===== src/rtl/miriscv_uart_rx.sv =====
// -----------------------------------------------------------------------------
// miriscv_uart_rx
//
// UART receiver for 8E1 frames: 1 start bit (0), 8 data bits LSB first,
// 1 even-parity bit (XOR of the data bits), 1 stop bit (1). Good bytes are
// stored in a receive buffer with a valid/ready pop interface; bad frames and
// dropped bytes are reported with single-cycle error pulses.
//
// Configuration macro:
//   MIRISCV_UART_RX_FIFO_EN  defined   -> 4-entry FIFO receive buffer
//                            undefined -> single holding register (depth 1)
//
// Parameters:
//   CLK_FREQ_HZ  system clock frequency in Hz
//   BAUDRATE     line rate; DIV = CLK_FREQ_HZ / BAUDRATE (legal 4..65535)
//
// Ports:
//   clk_i         system clock, rising edge
//   rst_i         synchronous active-high reset
//   uart_rx_i     asynchronous serial line, idle high
//   rx_data_o     byte at the head of the receive buffer
//   rx_valid_o    buffer holds at least one byte
//   rx_ready_i    pops the head byte when high together with rx_valid_o
//   parity_err_o  one-cycle pulse: frame with bad parity discarded
//   frame_err_o   one-cycle pulse: frame with stop bit 0 discarded
//   overrun_o     one-cycle pulse: good byte dropped because buffer was full
// -----------------------------------------------------------------------------
module miriscv_uart_rx #(
    parameter int unsigned CLK_FREQ_HZ = 100000000,
    parameter int unsigned BAUDRATE    = 6250000
) (
    input  logic       clk_i,
    input  logic       rst_i,
    input  logic       uart_rx_i,
    output logic [7:0] rx_data_o,
    output logic       rx_valid_o,
    input  logic       rx_ready_i,
    output logic       parity_err_o,
    output logic       frame_err_o,
    output logic       overrun_o
);

    localparam int unsigned      DIV      = CLK_FREQ_HZ / BAUDRATE;
    localparam int unsigned      CNT_W    = $clog2(DIV);
    localparam logic [CNT_W-1:0] CNT_LAST = CNT_W'(DIV - 1);
    localparam logic [CNT_W-1:0] CNT_HALF = CNT_W'(DIV / 2 - 1);

    typedef enum logic [2:0] {
        IDLE,
        START,
        DATA,
        PARITY,
        STOP
    } state_e;

    // -------------------------------------------------------------------------
    // Input synchronizer. Flops reset to 1 (idle line) so that releasing reset
    // on an idle line never looks like a start edge. rx_prev_q holds the
    // previous synchronized value for falling-edge detection.
    // -------------------------------------------------------------------------
    logic sync1_q;
    logic sync2_q;
    logic rx_prev_q;
    logic rx_s;

    always_ff @(posedge clk_i) begin
        if (rst_i) begin
            sync1_q   <= 1'b1;
            sync2_q   <= 1'b1;
            rx_prev_q <= 1'b1;
        end else begin
            sync1_q   <= uart_rx_i;
            sync2_q   <= sync1_q;
            rx_prev_q <= sync2_q;
        end
    end

    assign rx_s = sync2_q;

    // -------------------------------------------------------------------------
    // Receive FSM and datapath registers
    // -------------------------------------------------------------------------
    state_e           state_q,   state_d;
    logic [CNT_W-1:0] cnt_q,     cnt_d;
    logic [2:0]       bit_idx_q, bit_idx_d;
    logic [7:0]       shift_q,   shift_d;
    logic             par_bit_q, par_bit_d;
    logic             stop_sample;

    always_ff @(posedge clk_i) begin
        if (rst_i) begin
            state_q   <= IDLE;
            cnt_q     <= '0;
            bit_idx_q <= '0;
            shift_q   <= '0;
            par_bit_q <= 1'b0;
        end else begin
            state_q   <= state_d;
            cnt_q     <= cnt_d;
            bit_idx_q <= bit_idx_d;
            shift_q   <= shift_d;
            par_bit_q <= par_bit_d;
        end
    end

    always_comb begin
        state_d     = state_q;
        cnt_d       = cnt_q;
        bit_idx_d   = bit_idx_q;
        shift_d     = shift_q;
        par_bit_d   = par_bit_q;
        stop_sample = 1'b0;

        unique case (state_q)
            IDLE: begin
                cnt_d     = '0;
                bit_idx_d = '0;
                if (rx_prev_q && !rx_s) begin
                    state_d = START;
                end
            end

            // Re-check the line half a bit later; a line that is high again
            // was a glitch and is ignored silently.
            START: begin
                if (cnt_q == CNT_HALF) begin
                    cnt_d   = '0;
                    state_d = rx_s ? IDLE : DATA;
                end else begin
                    cnt_d = cnt_q + CNT_W'(1);
                end
            end

            // From the middle of the start bit, every DIV clocks lands in
            // the middle of the next bit.
            DATA: begin
                if (cnt_q == CNT_LAST) begin
                    cnt_d              = '0;
                    shift_d[bit_idx_q] = rx_s;
                    bit_idx_d          = bit_idx_q + 3'd1;
                    if (bit_idx_q == 3'd7) begin
                        state_d = PARITY;
                    end
                end else begin
                    cnt_d = cnt_q + CNT_W'(1);
                end
            end

            PARITY: begin
                if (cnt_q == CNT_LAST) begin
                    cnt_d     = '0;
                    par_bit_d = rx_s;
                    state_d   = STOP;
                end else begin
                    cnt_d = cnt_q + CNT_W'(1);
                end
            end

            // Leave in the middle of the stop bit so a start edge directly
            // following the stop bit is not missed.
            STOP: begin
                if (cnt_q == CNT_LAST) begin
                    cnt_d       = '0;
                    stop_sample = 1'b1;
                    state_d     = IDLE;
                end else begin
                    cnt_d = cnt_q + CNT_W'(1);
                end
            end

            default: begin
                state_d = IDLE;
            end
        endcase
    end

    // -------------------------------------------------------------------------
    // Frame verdict. A bad stop bit dominates a parity mismatch.
    // -------------------------------------------------------------------------
    logic frame_bad;
    logic parity_bad;
    logic frame_good;
    logic buf_full;
    logic pop;
    logic push;

    assign frame_bad  = stop_sample && !rx_s;
    assign parity_bad = stop_sample &&  rx_s && (par_bit_q != ^shift_q);
    assign frame_good = stop_sample &&  rx_s && (par_bit_q == ^shift_q);

    assign pop  = rx_valid_o && rx_ready_i;
    // A pop in the same cycle frees the slot, so a full buffer can still
    // accept the new byte.
    assign push = frame_good && (!buf_full || pop);

    logic frame_err_q;
    logic parity_err_q;
    logic overrun_q;

    always_ff @(posedge clk_i) begin
        if (rst_i) begin
            frame_err_q  <= 1'b0;
            parity_err_q <= 1'b0;
            overrun_q    <= 1'b0;
        end else begin
            frame_err_q  <= frame_bad;
            parity_err_q <= parity_bad;
            overrun_q    <= frame_good && buf_full && !pop;
        end
    end

    assign frame_err_o  = frame_err_q;
    assign parity_err_o = parity_err_q;
    assign overrun_o    = overrun_q;

    // -------------------------------------------------------------------------
    // Receive buffer
    // -------------------------------------------------------------------------
`ifdef MIRISCV_UART_RX_FIFO_EN
    logic [7:0] mem_q [4];
    logic [1:0] wr_ptr_q;
    logic [1:0] rd_ptr_q;
    logic [2:0] count_q;

    always_ff @(posedge clk_i) begin
        if (rst_i) begin
            for (int i = 0; i < 4; i++) begin
                mem_q[i] <= '0;
            end
            wr_ptr_q <= '0;
            rd_ptr_q <= '0;
            count_q  <= '0;
        end else begin
            if (push) begin
                mem_q[wr_ptr_q] <= shift_q;
                wr_ptr_q        <= wr_ptr_q + 2'd1;
            end
            if (pop) begin
                rd_ptr_q <= rd_ptr_q + 2'd1;
            end
            case ({push, pop})
                2'b10:   count_q <= count_q + 3'd1;
                2'b01:   count_q <= count_q - 3'd1;
                default: count_q <= count_q;
            endcase
        end
    end

    assign buf_full   = (count_q == 3'd4);
    assign rx_valid_o = (count_q != 3'd0);
    assign rx_data_o  = mem_q[rd_ptr_q];
`else
    logic [7:0] hold_q;
    logic       hold_vld_q;

    always_ff @(posedge clk_i) begin
        if (rst_i) begin
            hold_q     <= '0;
            hold_vld_q <= 1'b0;
        end else begin
            if (push) begin
                hold_q     <= shift_q;
                hold_vld_q <= 1'b1;
            end else if (pop) begin
                hold_vld_q <= 1'b0;
            end
        end
    end

    assign buf_full   = hold_vld_q;
    assign rx_valid_o = hold_vld_q;
    assign rx_data_o  = hold_q;
`endif

endmodule


===== config.mk =====
export PLATFORM = sky130hd
export DESIGN_NAME = miriscv_uart_rx
export DESIGN_NICKNAME = d
export VERILOG_FILES = /design/src/rtl/miriscv_uart_rx.sv
export SDC_FILE = /design/constraint.sdc
export NUM_CORES = 1
export LEC_CHECK = 0
export BUFFER_PORTS_ARGS = -buffer_cell sky130_fd_sc_hd__buf_2
export CORE_AREA = 3 3 60 62
export CTS_CLUSTER_SIZE = 24
export DETAILED_ROUTE_END_ITERATION = 12
export DIE_AREA = 0 0 63 65
export GPL_ROUTABILITY_DRIVEN = 0
export HOLD_SLACK_MARGIN = 0.15
export PLACE_DENSITY_LB_ADDON = 0.08
export SLEW_MARGIN = 20
export SYNTH_ARGS = -nofsm -noshare
export SYNTH_HDL_FRONTEND = slang
export SYNTH_SLANG_ARGS = --single-unit

===== constraint.sdc =====
create_clock -name clk_i -period 2.2 [get_ports clk_i]
set_clock_uncertainty 0.1 [all_clocks]
set_input_delay 0.11 -clock clk_i [delete_from_list [all_inputs] [get_ports clk_i]]
set_output_delay 0.11 -clock clk_i [all_outputs]
set_load 0.02 [all_outputs]

==> results of run 1 <==
repair_timing:
action | CTS | global route
setup buffers | 0 | 0
gates resized for setup | 0 | 0
setup endpoints to repair | 0 | 0
hold buffers | 2 | 0
hold endpoints to repair | 3 | 0
worst min path at each step:
stage                             to  slack, ps  cells after the start
final                       cnt_q[1]        180                      2
after CTS                 shift_q[5]        170                      2
after floorplan              sync1_q        110                      1
after global routing      shift_q[7]        200                      2
after global placement       sync1_q        190                      2
after detailed placement     sync1_q        200                      2
cells in the mapped netlist (3+ instances only):
cell / number
a21oi_1: 11
buf_6: 3
clkbuf_1: 7
dfxtp_1: 34
ha_1: 3
inv_1: 5
mux2i_1: 16
nand2_1: 7
nand2b_1: 8
nand3_1: 11
nand4_1: 7
nor2_1: 15
nor2b_1: 3
nor3b_1: 3
or2_2: 4
or2b_1: 5
or2b_2: 4
or3_1: 3
cell type report:
type	instances	area, sq um	share of cell area, %
clock inverters	1	30.0	1.57
multi-input cells	132	948	49.6
flip-flops and latches	34	681	35.6
repair buffers	22	133	6.94
inverters	5	18.8	0.982
well taps	44	55.1	2.88
clock buffers	7	45.0	2.36
sequential cells by signal, indices dropped and copies added, names as in the netlist:
signal / flops
frame_err_o: 1
state_q: 3
rx_data_o: 8
bit_idx_q: 3
rx_s: 1
rx_valid_o: 1
overrun_o: 1
par_bit_q: 1
rx_prev_q: 1
parity_err_o: 1
cnt_q: 4
sync1_q: 1
shift_q: 8
metrics by stage:
stage	worst slack, ps	cell area, sq um
finish	263	1910
global route	113	1910
CTS	274	1910
detailed placement	299	1820
global placement	355	1820
floorplan	480	1710
worst max-delay path, stage by stage, from the launching register on:
cell and delay, ps:
dfxtp_1 360, buf_4 190, or3_1 390, a21o_1 270
a2111o_1 440, a21oi_2 130
layer usage:
layer  vias up  global-route usage (%)
met5         -                       0
met2        45                    31.0
li1        680                       -
met3         7                    5.72
met1       626                    21.8
met4         0                    7.44
report_power, final:
group          internal (uW)  leakage, uW  switching, uW
logic                   27.2     0.000437           42.8
registers                622     0.000275           6.85
clock network            241    0.0000395            199
total                    890     0.000751            248
logic make-up (layout without fill, tap and decap cells):
logic type / count (synthesis) / count (layout) / synth area share [%]
and+or+nand+nor: 81 / 81 / 28.1
DFF: 34 / 34 / 39.9
muxes: 18 / 18 / 11.4
AOI/OAI and AO/OA: 24 / 24 / 9.16
buffers and inverters: 15 / 35 / 4.62
xor gates and xnor gates: 6 / 6 / 4.76
adders and majority gates: 3 / 3 / 2.20
==> impl.org, run 1 <==
** GRT
- The initial antenna violation count is 0.
- The via count of the first global-routing pass was 1340.
- Wire length of the first global-routing pass :: 5.93 mm
- Global router's overall resource usage :: 18.4%
- Total congestion overflow :: 0
- Maximum number of pins on one net before global-route repair :: 42

** STA
- Hold WS :: 177 ps
- Headroom to the max-slew limit came out at 57.2%.
- The total count of hold-check failures in the final report is 0.
- Aggregate negative setup slack :: 0 ps
- Setup violations remaining at the end of the flow were counted as 0.
- Worst-margin pin slew :: 642 ps
- The final critical path takes up 88.1% of the cycle.
- RSZ-0062 raised after global routing :: false
- Timing would allow up to 516 MHz.
- The final-report max-slew violation count is 0.
- The worst path in the final design needs a cycle of 1940 ps, including I/O delays and setup.

** Final layout
- The library cell used most frequently in the layout, excluding fill and tap cells, is dfxtp_1.
- Layout Nets :: 207
- Most used cells in the layout excluding fill and tap cells :: dfxtp_1, mux2i_1, nor2_1, buf_2
- Finished Core Util :: 62.1%
- The number of antenna diodes in the final layout is 0.
- Filler Cells Inserted :: 279
- Fraction of layout instances using a drive strength above 1 :: 20.4%
- From synthesis to final layout, the design area changed by 11.9%.
- Number of non-filler instances in the completed layout :: 245

** CTS
- CTS clk-pin slew, worst paths :: 100 ps
- TritonCTS clock tree :: built
- The clock tree synthesis step divided the H-tree into 2 levels.
- CTS root buf :: clkbuf_4
- Counting the buffers created by CTS gives 5.
- Clock tree synthesis found a total of 34 sinks.
- Worst-skew pair later-pin latency :: 340 ps
- Clock buffer depth :: 2

** Hold path
- Tightest Hold Check Type :: primary input to flop
- The worst hold path begins at rst_i.

** Worst setup path
- Setup slack, reg-to-reg :: 260 ps
- Worst Setup SP :: state_q[2]
- Worst flop-to-flop path endpoint :: state_q[0]
- Arrival @ worst endpoint :: 2110 ps
- Sort of element at the end of the critical path :: flop
- Capture point of the worst path :: state_q[0]
- Startpoint of the lowest-slack register-to-register path :: state_q[2]
- Required time at the worst-slack endpoint :: 2370 ps
- Classification of the worst setup path :: flop to flop
- Crit-path max FO :: 16
- Length in cells of the worst reg-to-reg path :: 5
- The worst setup path is launched from a flop.

** Synth
- Synth Warn # :: 0
- Synthesis produced 181 cells.
- Post-synth EDFFs :: 0
- Synth Net Count :: 188
- Counting flops with an async set or reset pin after synthesis yields a share of 0%.
- After synthesis the cells add up to 1710 sq um.
- For this run, the leading register cell type out of synthesis is dfxtp_1.
- Post-synthesis cell type with the largest combined area :: dfxtp_1
- Average instance area after synthesis :: 9.44 sq um
- Flip-flop and latch count after synthesis :: 34
- Sequential area share after synthesis :: 39.9%
- Counting distinct cell types in the post-synthesis netlist gives 43.
- Share of the synthesized area in the top cell type :: 39.9%
- Yosys attributes the largest share of cell area to dfxtp_1, mux2i_1, nor2_1.

** Flow run
- Max-cap violations in this run came to 0.

** Route
- The first routing iteration left 75 violations.
- Remaining antenna violation count :: 0
- Top sig layer :: met4
- Post-route DRC violation count :: 0
- Dividing the detail-routed wire length by the instance count gives 13.1 microns.
- Amount of wire on met2 after detailed routing :: 1.49 mm
- WL final :: 3.21 mm
- Met3 wire len :: 194 microns
- Vias per cell :: 5.54
- In the final routing, the length of wire on met1 measures 1.45 mm.
- Detailed-route via count :: 1358
- The first detailed-routing pass ran for 5 iterations.

** Power and ir drop
- Static leakage :: 0.000751 uW
- Max rail drop VDD :: 282 uV
- Total power for the finished layout comes to 1140 uW.
- Power density cells :: 596 nW/um^2

** Die
- Area of the placeable core :: 3080 sq um
- FP Rows :: 20
- Effective utilization at floorplan :: 55.5%
- In this run the count of I/O pins placed on the die edge is 16.
- The die is 65 microns tall.
- Die ar. :: 4100 sq um
- The die is 63 microns wide.

** Placement
- Cell total after placement :: 235
- During placement, the flow inserted port buffers numbering 15.
- Half-perimeter wire length after placement :: 2.23 mm

** Status
- Run status :: finished clean
Power figures use the tool's default switching activity.
==> inputs of run 2 (changes only) <==
- clock period: 2.2 -> 2 ns (I/O delays scaled with it)
==> impl.org, run 2 (synthesis results as in run 1) <==
** Status
- The flow ran to the end, and the final reports show no timing, DRC or antenna violations.

** STA
- The transition at the pin with the smallest max-transition slack was 650 ps (+8.13 ps).
- Maximum clock frequency :: 561 MHz (+8.7%)
- The number of endpoints failing setup at the final stage came to 0 (unchanged).
- The relative slew slack came to 56.7% (-0.54 points).
- Hold violation count in the final report :: 0 (unchanged)
- Setup repair after global routing left no endpoint under its margin.
- The fraction of the cycle the final worst path needs came to 89.1% (+1.1 points).
- Aggregate negative setup slack :: 0 ps (unchanged)
- Shortest clock period the worst path allows after layout :: 1780 ps (-155 ps)
- Number of max-slew violations in the final report :: 0 (unchanged)

** Route
- The first-iteration detailed-routing DRC count was 61 (-19%).
- The routed wire length per instance is 13.5 microns (+3.5%).
- WL final :: 3.37 mm (+5.1%)
- The number of detailed-route iterations in the first pass is 4 (-1).
- Remaining antenna violation count :: 0 (unchanged)
- The residual DRC count is 0 (unchanged).
- Vias per cell :: 5.44 (-1.9%)
- The via count of the routed design came to 1354 (-0.29%).

** Worst setup path
- Sort of element at the end of the critical path :: flop
- The worst setup path is launched from a flop.
- The worst endpoint data arrival time was 1940 ps (-170 ps).
- The required arrival time at the worst endpoint came to 2160 ps (-210 ps).
- The maximum fanout along the worst path came to 8 (-8).
- Sequence of cells on the critical path :: or3_1, a21o_1, a2111o_1, a21oi_2
- The critical path is of the flop to flop type.
- Max incr delay on CP :: 440 ps (about the same)
- For this design, the slowest cell found on the critical path is a2111o_1.

** Power and ir drop
- Static leakage :: 0.000774 uW (+3.1%)
- The total power was 1260 uW (+11%).
- Max rail drop VDD :: 405 uV (+44%)
- Power density cells :: 643 nW/um^2 (+8.0%)

** GRT
- Global router's overall resource usage :: 18.9% (+0.45 points)
- The final global-route overflow total is 0 (unchanged).
- The initial antenna violation count came to 0 (unchanged).
- Maximum number of pins on one net before global-route repair :: 42 (unchanged)
- The via count of the first global-routing pass came to 1298 (-3.1%).
- Wire length of the first global-routing pass :: 6.00 mm (+1.2%)

** Hold path
- The min-delay analysis places its worst path in the category primary input to flop.

** CTS
- The clock tree buffer depth came to 2 (unchanged).
- Number of buffers created by CTS :: 5 (unchanged)
- The CTS H-tree depth came to 2 (unchanged).
- CTS root buf :: clkbuf_4
- CTS clk-pin slew, worst paths :: 100 ps (about the same)
- TritonCTS clock tree :: built
- The number of clock sinks seen by CTS came to 34 (unchanged).
- The clock latency on the worst-skew pair was 330 ps (about the same).

** Placement
- The number of port buffers was 15 (unchanged).
- Half-perimeter wire length after placement :: 2.38 mm (+6.9%)
- The instance count after placement with tap cells included was 238 (+1.3%).

** Final layout
- Filler Cells Inserted :: 275 (-1.4%)
- The fraction of final layout cells with drive strength greater than 1 came to 22.4% (+2.0 points).
- The total inserted antenna cells was 0 (unchanged).
- Most used cells in the layout excluding fill and tap cells :: dfxtp_1, mux2i_1, nor2_1, buf_2
- Most common cell after layout, fill and taps aside :: dfxtp_1
- The footprint of the multi-input gates came to 955 sq um (+0.66%).
- From synthesis to final layout, the design area changed by 14.7%.
- The final-stage net count came to 211 (+1.9%).
- Number of non-filler instances in the completed layout :: 249 (+1.6%)
- The flip-flop and latch area was 681 sq um (unchanged).

** Die
- Die Y :: 65 microns (unchanged)
- The I/O pin count was 16 (unchanged).
- Area of the placeable core :: 3080 sq um (unchanged)
- The horizontal die dimension was 63 microns (unchanged).
- The standard-cell row count came to 20 (unchanged).
- Effective utilization at floorplan :: 55.5% (unchanged)
- The die footprint was 4100 sq um (unchanged).

** Flow run
- The number of max-cap violations was 0 (unchanged).
==> run 2: cell types whose count changed in the layout (fill, tap and decap cells not counted), sizes merged <==
| cell | before | now |
|---|---|---|
| buf | 20 | 24 |
==> run 2: repair_timing <==
action,in CTS,in global routing
gates resized for setup,0,1
hold buffers,2,0
endpoints found under the setup margin,0,8
setup buffers,0,1
endpoints found under the hold margin,3,0
==> run 2: final cells by class <==
cell class              instances  area share, %
clock buffers                   7           2.30
clock inverters                 1           1.53
inverters                       5          0.958
multi-input cells             132           48.7
flip-flops and latches         34           34.7
well taps                      44           2.81
repair buffers                 26           8.94
==> run 2: layer usage <==
layer | track usage [%] | up-vias | share of wire [%]
met1 | 21.9 | 632 | 45
met5 | 0 | - | 0
met2 | 32.4 | 28 | 49
met4 | 8.26 | 0 | 1.9
met3 | 5.20 | 7 | 4.6
li1 | - | 687 | -
==> run 2: worst paths after layout <==
check,startpoint,endpoint,slack [ps],cells past startpoint
worst min register to register,sync1_q,rx_s,330,1
worst max-delay path,state_q[2],state_q[0],220,4
worst max register to register,state_q[2],state_q[0],220,4
worst min-delay path,rst_i,shift_q[0],180,2
==> run 2: worst max-delay path, delay by kind of cell, from the launching register on <==
family | cells | cell delay, ps
and+or+nand+nor | 1 | 390
DFF | 1 | 390
AOI/OAI and AO/OA | 3 | 840
==> run 2: report_power, final <==
group | leakage [uW] | switching (uW) | internal (uW)
clock | 0.0000395 | 222 | 265
combinational | 0.000460 | 48.8 | 34.5
sequential | 0.000275 | 6.24 | 684
total | 0.000774 | 277 | 984
==> run 2: stage by stage <==
stage / utilization, % / hold WS (ps) / setup slack (ps) / area (sq um)
finish: 63.7 / 182 / 217 / 1960
detailed placement: 59.7 / 185 / 134 / 1840
global route: 63.7 / 200 / 83.2 / 1960
CTS: 62.8 / 173 / 75.5 / 1930
global placement: 59.7 / 185 / 131 / 1840
floorplan: - / 104 / 280 / 1710
